`src/rtl/mem_responder.sv`:
```
// Single-port word memory that sweeps itself to a known pattern after reset,
// then serves one-cycle-latency reads and same-edge writes (read-before-write).
module mem_responder #(
  parameter int DATA_WIDTH   = 16,
  parameter int ADDR_WIDTH   = 5,
  parameter int INIT_PATTERN = 0
) (
  input  logic                  clock,
  input  logic                  reset,
  input  logic [ADDR_WIDTH-1:0] mem_address,
  input  logic                  mem_read_enable,
  input  logic                  mem_write_enable,
  input  logic [DATA_WIDTH-1:0] mem_data_in,
  output logic [DATA_WIDTH-1:0] mem_data_out,
  output logic                  data_valid,
  output logic                  init_done,
  output logic                  collision
);

  localparam int DEPTH = 2 ** ADDR_WIDTH;

  typedef enum logic {
    INIT,
    SERVE
  } state_t;

  state_t                  state, state_next;
  logic [ADDR_WIDTH-1:0]   ptr, ptr_next;
  logic [DATA_WIDTH-1:0]   mem [DEPTH];
  logic                    write_en;
  logic [ADDR_WIDTH-1:0]   write_addr;
  logic [DATA_WIDTH-1:0]   write_data;
  logic                    read_accept;

  function automatic logic [DATA_WIDTH-1:0] init_word(input logic [ADDR_WIDTH-1:0] idx);
    if (INIT_PATTERN == 1) return DATA_WIDTH'(idx);
    return '0;
  endfunction

  always_ff @(posedge clock or negedge reset) begin
    if (!reset) begin
      state <= INIT;
      ptr   <= '0;
    end else begin
      state <= state_next;
      ptr   <= ptr_next;
    end
  end

  // INIT owns the write port; port requests only matter in SERVE.
  always_comb begin
    state_next  = state;
    ptr_next    = ptr;
    write_en    = 1'b0;
    write_addr  = mem_address;
    write_data  = mem_data_in;
    read_accept = 1'b0;
    case (state)
      INIT: begin
        write_en   = 1'b1;
        write_addr = ptr;
        write_data = init_word(ptr);
        ptr_next   = ptr + 1'b1;
        if (ptr == ADDR_WIDTH'(DEPTH - 1)) state_next = SERVE;
      end
      SERVE: begin
        write_en    = mem_write_enable;
        read_accept = mem_read_enable;
      end
      default: state_next = INIT;
    endcase
  end

  assign init_done = (state == SERVE);

  // Storage array: no reset, contents are defined by the INIT sweep.
  always_ff @(posedge clock) begin
    if (write_en) mem[write_addr] <= write_data;
  end

  // Read stage: old contents are sampled on the same edge a write lands.
  always_ff @(posedge clock or negedge reset) begin
    if (!reset) begin
      mem_data_out <= '0;
      data_valid   <= 1'b0;
      collision    <= 1'b0;
    end else begin
      data_valid <= read_accept;
      collision  <= read_accept && mem_write_enable;
      if (read_accept) mem_data_out <= mem[mem_address];
    end
  end

endmodule

```
`config.mk`:
```
export PLATFORM = sky130hd
export DESIGN_NAME = mem_responder
export DESIGN_NICKNAME = d
export VERILOG_FILES = /design/src/rtl/mem_responder.sv
export SDC_FILE = /design/constraint.sdc
export NUM_CORES = 1
export LEC_CHECK = 0
export CAP_MARGIN = 40
export CORE_MARGIN = 10
export CORE_UTILIZATION = 65
export CTS_CLUSTER_DIAMETER = 80
export DETAILED_ROUTE_END_ITERATION = 12
export HOLD_SLACK_MARGIN = 0.06
export PLACE_DENSITY = 0.94
export SYNTH_ARGS = -nofsm -noshare
export SYNTH_HDL_FRONTEND = slang
export SYNTH_SLANG_ARGS = --single-unit
```
`constraint.sdc`:
```
create_clock -name clock -period 5.3 [get_ports clock]
set_clock_uncertainty 0.2 [all_clocks]
set_input_delay 1.06 -clock clock [delete_from_list [all_inputs] [get_ports clock]]
set_output_delay 1.06 -clock clock [all_outputs]
set_load 0.05 [all_outputs]
```
### Word level (Yosys, flattened, before mapping)

Memories as Yosys holds them, arrays and structs flattened. A register that Yosys moved wholly into a read port is not among the register bits.
Cells that the tools add are included.

| word-level totals | value |
|---|---|
| register bits after elaboration | 8 |
| RAM bits | 512 |
| input port bits | 25 |
| output and inout port bits | 19 |
| logic and storage cells | 18 |
| memories kept | 1 |

| cells by class | value |
|---|---|
| add/subtract/negate cells | 1 |
| equal/unequal tests | 1 |
| multiplexer cells | 8 |
| bitwise logic cells | 1 |
| reductions and logical operators | 2 |

Memory list:

| name | words | bits a word | read ports | clocked after Yosys merged registers in | write ports | RTL line | RTL |
|---|---|---|---|---|---|---|---|
| mem | 32 | 16 | 1 | 1 | 1 | 29 | `logic [DATA_WIDTH-1:0] mem [DEPTH];` |

Operator list:

| kind | number |
|---|---|
| 16-bit 2-to-1 mux | 1 |
| 5-bit by 1-bit adder with 5-bit output (second input constant) | 1 |
| 5-bit equality test (second input constant) | 1 |
| 1-bit 2-to-1 mux | 5 |
| 5-bit 2-to-1 mux | 1 |
| 1-bit case mux with 2 select lines | 1 |
| 1-bit logical AND | 1 |
| 1-bit logical NOT | 1 |
| 1-bit inverter | 1 |

### Depth between registers and ports, before layout

| depth | value |
|---|---|
| depth in word-level cells | 4 |
| gate-level depth with buffers | 8 |
| depth with buffers taken out | 5 |

### Least setup slack after synthesis

No wires, ideal clock.

| path | value |
|---|---|
| kind | in2reg |
| from | in mem_address[0] |
| to | mem mem[10][0] (enable) |
| library setup time | 388 ps |
| data arrival time | 2802 ps |
| data required time | 4712 ps |
| path slack | 1909 ps |
| cell stages on the path | 7 |
| path buffers | 4 |
| path through | buf_4 buf_6 buf_6 buf_4 nor2_1 a32oi_1 nor2_1 |

| on the way | value |
|---|---|
| longest elaborated chain between the ends | 1 |

RTL lines:

| what | RTL line | RTL |
|---|---|---|
| start: declaration | 10 | `input logic [ADDR_WIDTH-1:0] mem_address,` |
| 5-bit 2-to-1 mux | 58 | `case (state)` |
| end: declaration | 29 |  |

Every way passes these cells.

==> summary by stage <==
Timing
Setup violations remaining at the end of the flow were counted as 0. Headroom to the max-slew limit came out at 0.273. At the pin with the least slew margin, the transition time is 1090 ps. The max-slew violation count is 0. Setup repair after global routing left no endpoint under its margin. Setup total negative slack on the finished layout was measured at 0 ps. Timing would allow up to 0.261 GHz. The total count of hold-check failures in the final report is 0. The final period demand of the worst path is 3830 ps. The ratio of final minimum period to clock period is 0.722.

Power and ir drop
The analysis attributes to cell leakage a power of 8.42 nW. The net switching share of the total power is 0.220. The portion of total power attributed to combinational logic is 0.069. The cell area power density is 366 nW/um^2. Total power for the finished layout comes to 8.77 mW. Summed over all nets, the switching power comes to 1.93 mW. The share of total power dissipated in sequential elements is 0.535. The cell-internal power is 6.84 mW. The proportion of power drawn by the clock network is 0.396. IR analysis of the VDD net gives a maximum drop of 0.000303 V.

Worst setup path
The launching element of the worst setup path is mem_address[1]. The nature of the critical path startpoint is a primary input. In this design, the largest share of critical-path delay is due to buffers and inverters. For the worst setup path, the data arrival time is 4050 ps. The path type of the worst setup path is primary input to register. Traced cell by cell, the critical path runs through clkdlybuf4s50_1, nor2b_4, buf_4, a22o_1, a221oi_2, o22ai_1, o41ai_2. The startpoint identified for the worst register-to-register timing path is init_done$_DFF_PN0_.

The delay of the slowest critical-path stage is 870 ps. The kind of capture point of the worst setup path is a register. The number of buffers and inverters on the critical path is 2. At the worst endpoint, the required time is 5520 ps. The maximum fanout along the worst path is 25. The cell with the biggest individual delay on the critical path is sky130_fd_sc_hd__nor2b_4.

Clock tree
TritonCTS built the clock tree. The deepest clock path buffer count is 3. In this run the clock root is driven by a sky130_fd_sc_hd__clkbuf_16. The hold-fix buffer count after cts is 0. The CTS H-tree depth is 2.

CTS saw 536 sinks. Buffers added to address setup during post-CTS repair amount to 0. After clock tree synthesis, the clock-pin slew on the worst setup and hold paths is 60 ps. The count of instances resized after the clock tree is built is 0.

The clock latency at the later pin of the worst-skew pair is 580 ps. The number of buffers inserted during clock tree synthesis is 48.

Die
The number of primary I/O pins is 44. The floorplan step set the die width to 200 um. The die covers 40,200 um^2.

The starting density of the core is 0.654. In this run the vertical extent of the chip is 200 um. The initialized floorplan defines 66 standard-cell rows.

The placeable core region is 32,400 um^2.

Layout
The layout has 1,691 filler cells. Of the cells placed in the final design, the portion with a size suffix greater than 1 is 0.124. The final layout net count is 1,286. The area growth from synthesis to layout is 13.1%.

The library cell used most frequently in the layout, excluding fill and tap cells, is sky130_fd_sc_hd__edfxtp_1. Summing all non-filler instances in the final layout gives an area of 23,900 um^2. The antenna diode count is 0. The top cell types in the final layout, fill and taps aside, are sky130_fd_sc_hd__edfxtp_1 (512), sky130_fd_sc_hd__mux2i_1 (256), sky130_fd_sc_hd__a22oi_1 (64).

Yosys
The post-synthesis cell count is 1,170. The combined area of all synthesized cells is 21,200 um^2. The average cell area after synthesis is 18.1 um^2. In this run, synthesis inferred 512 flip-flops with an integrated enable.

The synthesis warning total is 0. For this run, the register share of the synthesized area comes to 0.755. Synthesis produced a netlist with a net count of 1,197. The fraction of registers with async set or reset after synthesis is 0.0448. After synthesis the netlist holds a flip-flop and latch count of 536. Synthesis instantiated 37 different standard cells from the library. The commonest register cell after synthesis is sky130_fd_sc_hd__edfxtp_1.

Placed design
The final HPWL from detailed placement is 30,100 um. The area after detailed placement is 22,400 um^2. The count of input and output buffers is 43. Routability-driven placement finished with a final weighted congestion of 0.899.

Detailed routing
The detailed router put a total of 18,300 um of wire on met1. The remaining design rule violation count is 0. In this run the remaining antenna-violating nets after routing total 0. Wires add up to 54,300 um. The routed wire length per instance is 31.2 um. The routed length on met3 is 7910 um. For this block, the initial DRC count from the detailed router was 2,218. The detailed-routed wire length on met2 is 25,700 um. After detailed routing, the number of vias per cell comes to 7.04. The total via count after detailed routing is 12,300. The detailed-router iteration count before antenna repair is 8.

The top layer reached by signal wires is met4.

GRT
The initial antenna violation count was 0. The first global-routing pass estimated 80,000 um of wire. In the global route stage, overall resource usage came out at 0.262. The number of global-route vias before repair came to 11,900. The pin count of the biggest net entering global routing is 75.

After global routing the overflow that remains totals 0.

Min path
In this run the most critical hold path is launched from ptr[2]$_DFFE_PN0N_. The worst hold-check path type is register to register.

Run
The max-cap check violation count is 0.

Outcome
The flow ran to the end, and the final reports show no timing, DRC or antenna violations.
==> state kept, by name, indices dropped and copies added, names as in the netlist <==
register      flops
data_valid        1
collision         1
mem             512
init_done         1
mem_data_out     16
ptr               5
==> power groups by stage <==
stage | sequential (mW) | clock, mW | combinational (mW)
after floorplan | 4.83 | 0 | 0.299
after global placement | 4.78 | 0 | 0.536
after detailed placement | 4.78 | 0 | 0.573
after CTS | 4.69 | 3.47 | 0.590
after global routing | 4.69 | 3.63 | 0.621
final | 4.69 | 3.47 | 0.607
==> metal layers <==
| metal | track usage | vias up |
|---|---|---|
| li1 | - | 4885 |
| met1 | 0.351 | 5963 |
| met2 | 0.413 | 1198 |
| met3 | 0.0645 | 211 |
| met4 | 0.0974 | 0 |
| met5 | 0 | - |
==> cell type report <==
cell class	count	area, um^2	share of cell area
clock buffer	65	1310	0.0546
inverter	3	11.3	0.000470
timing repair buffer	108	1050	0.0440
clock inverter	24	244	0.0102
multi-input combinational	562	4790	0.200
tap	442	553	0.0231
sequential	536	16000	0.667
==> final timing paths <==
kind                                           endpoint  slack (ps)  cells past startpoint
min reg2reg                          ptr[2]$_DFFE_PN0N_         300                      1
max                        mem_data_out[14]$_DFFE_PN0P_        1470                      7
max reg2reg                         mem[6][8]$_DFFE_PP_        1620                      5
min                                  ptr[2]$_DFFE_PN0N_         300                      1
min in group asynchronous           collision$_DFF_PN0_         700                      2
max in group asynchronous  mem_data_out[11]$_DFFE_PN0P_        3880                      2
==> cell usage after synthesis (3+ instances only) <==
master	number	area (um^2)
sky130_fd_sc_hd__buf_2	20	100
sky130_fd_sc_hd__a22o_1	32	280
sky130_fd_sc_hd__a221oi_2	10	150
sky130_fd_sc_hd__a21oi_1	34	170
sky130_fd_sc_hd__buf_1	6	22.5
sky130_fd_sc_hd__edfxtp_1	512	15400
sky130_fd_sc_hd__clkbuf_1	19	71.3
sky130_fd_sc_hd__nand2_1	28	105
sky130_fd_sc_hd__mux2i_1	256	2560
sky130_fd_sc_hd__buf_4	14	105
sky130_fd_sc_hd__nor2_1	36	135
sky130_fd_sc_hd__a22oi_1	64	480
sky130_fd_sc_hd__buf_6	7	78.8
sky130_fd_sc_hd__nor2b_1	4	25.0
sky130_fd_sc_hd__and2_1	17	106
sky130_fd_sc_hd__xnor2_1	3	26.3
sky130_fd_sc_hd__a221oi_1	22	193
sky130_fd_sc_hd__o41ai_2	16	260
sky130_fd_sc_hd__o22ai_1	18	113
sky130_fd_sc_hd__dfrtp_1	24	601
==> cells by family after synthesis <==
| family | synth area share |
|---|---|
| xor+xnor | 0.00124 |
| compound gates | 0.0796 |
| buf+inv | 0.0202 |
| flops | 0.755 |
| fa+ha+maj | 0.00118 |
| mux | 0.122 |
| simple gates | 0.0210 |
==> through the flow <==
step	worst slack [ps]	std cells	util	hold slack [ps]
after floorplan	1910	1170	-	251
after global placement	1370	1642	0.687	268
after detailed placement	1270	1651	0.691	273
after CTS	1590	1740	0.739	290
after global routing	1460	1740	0.739	298
final	1470	1740	0.739	304
No activity file was read; power rests on OpenSTA's default activity.
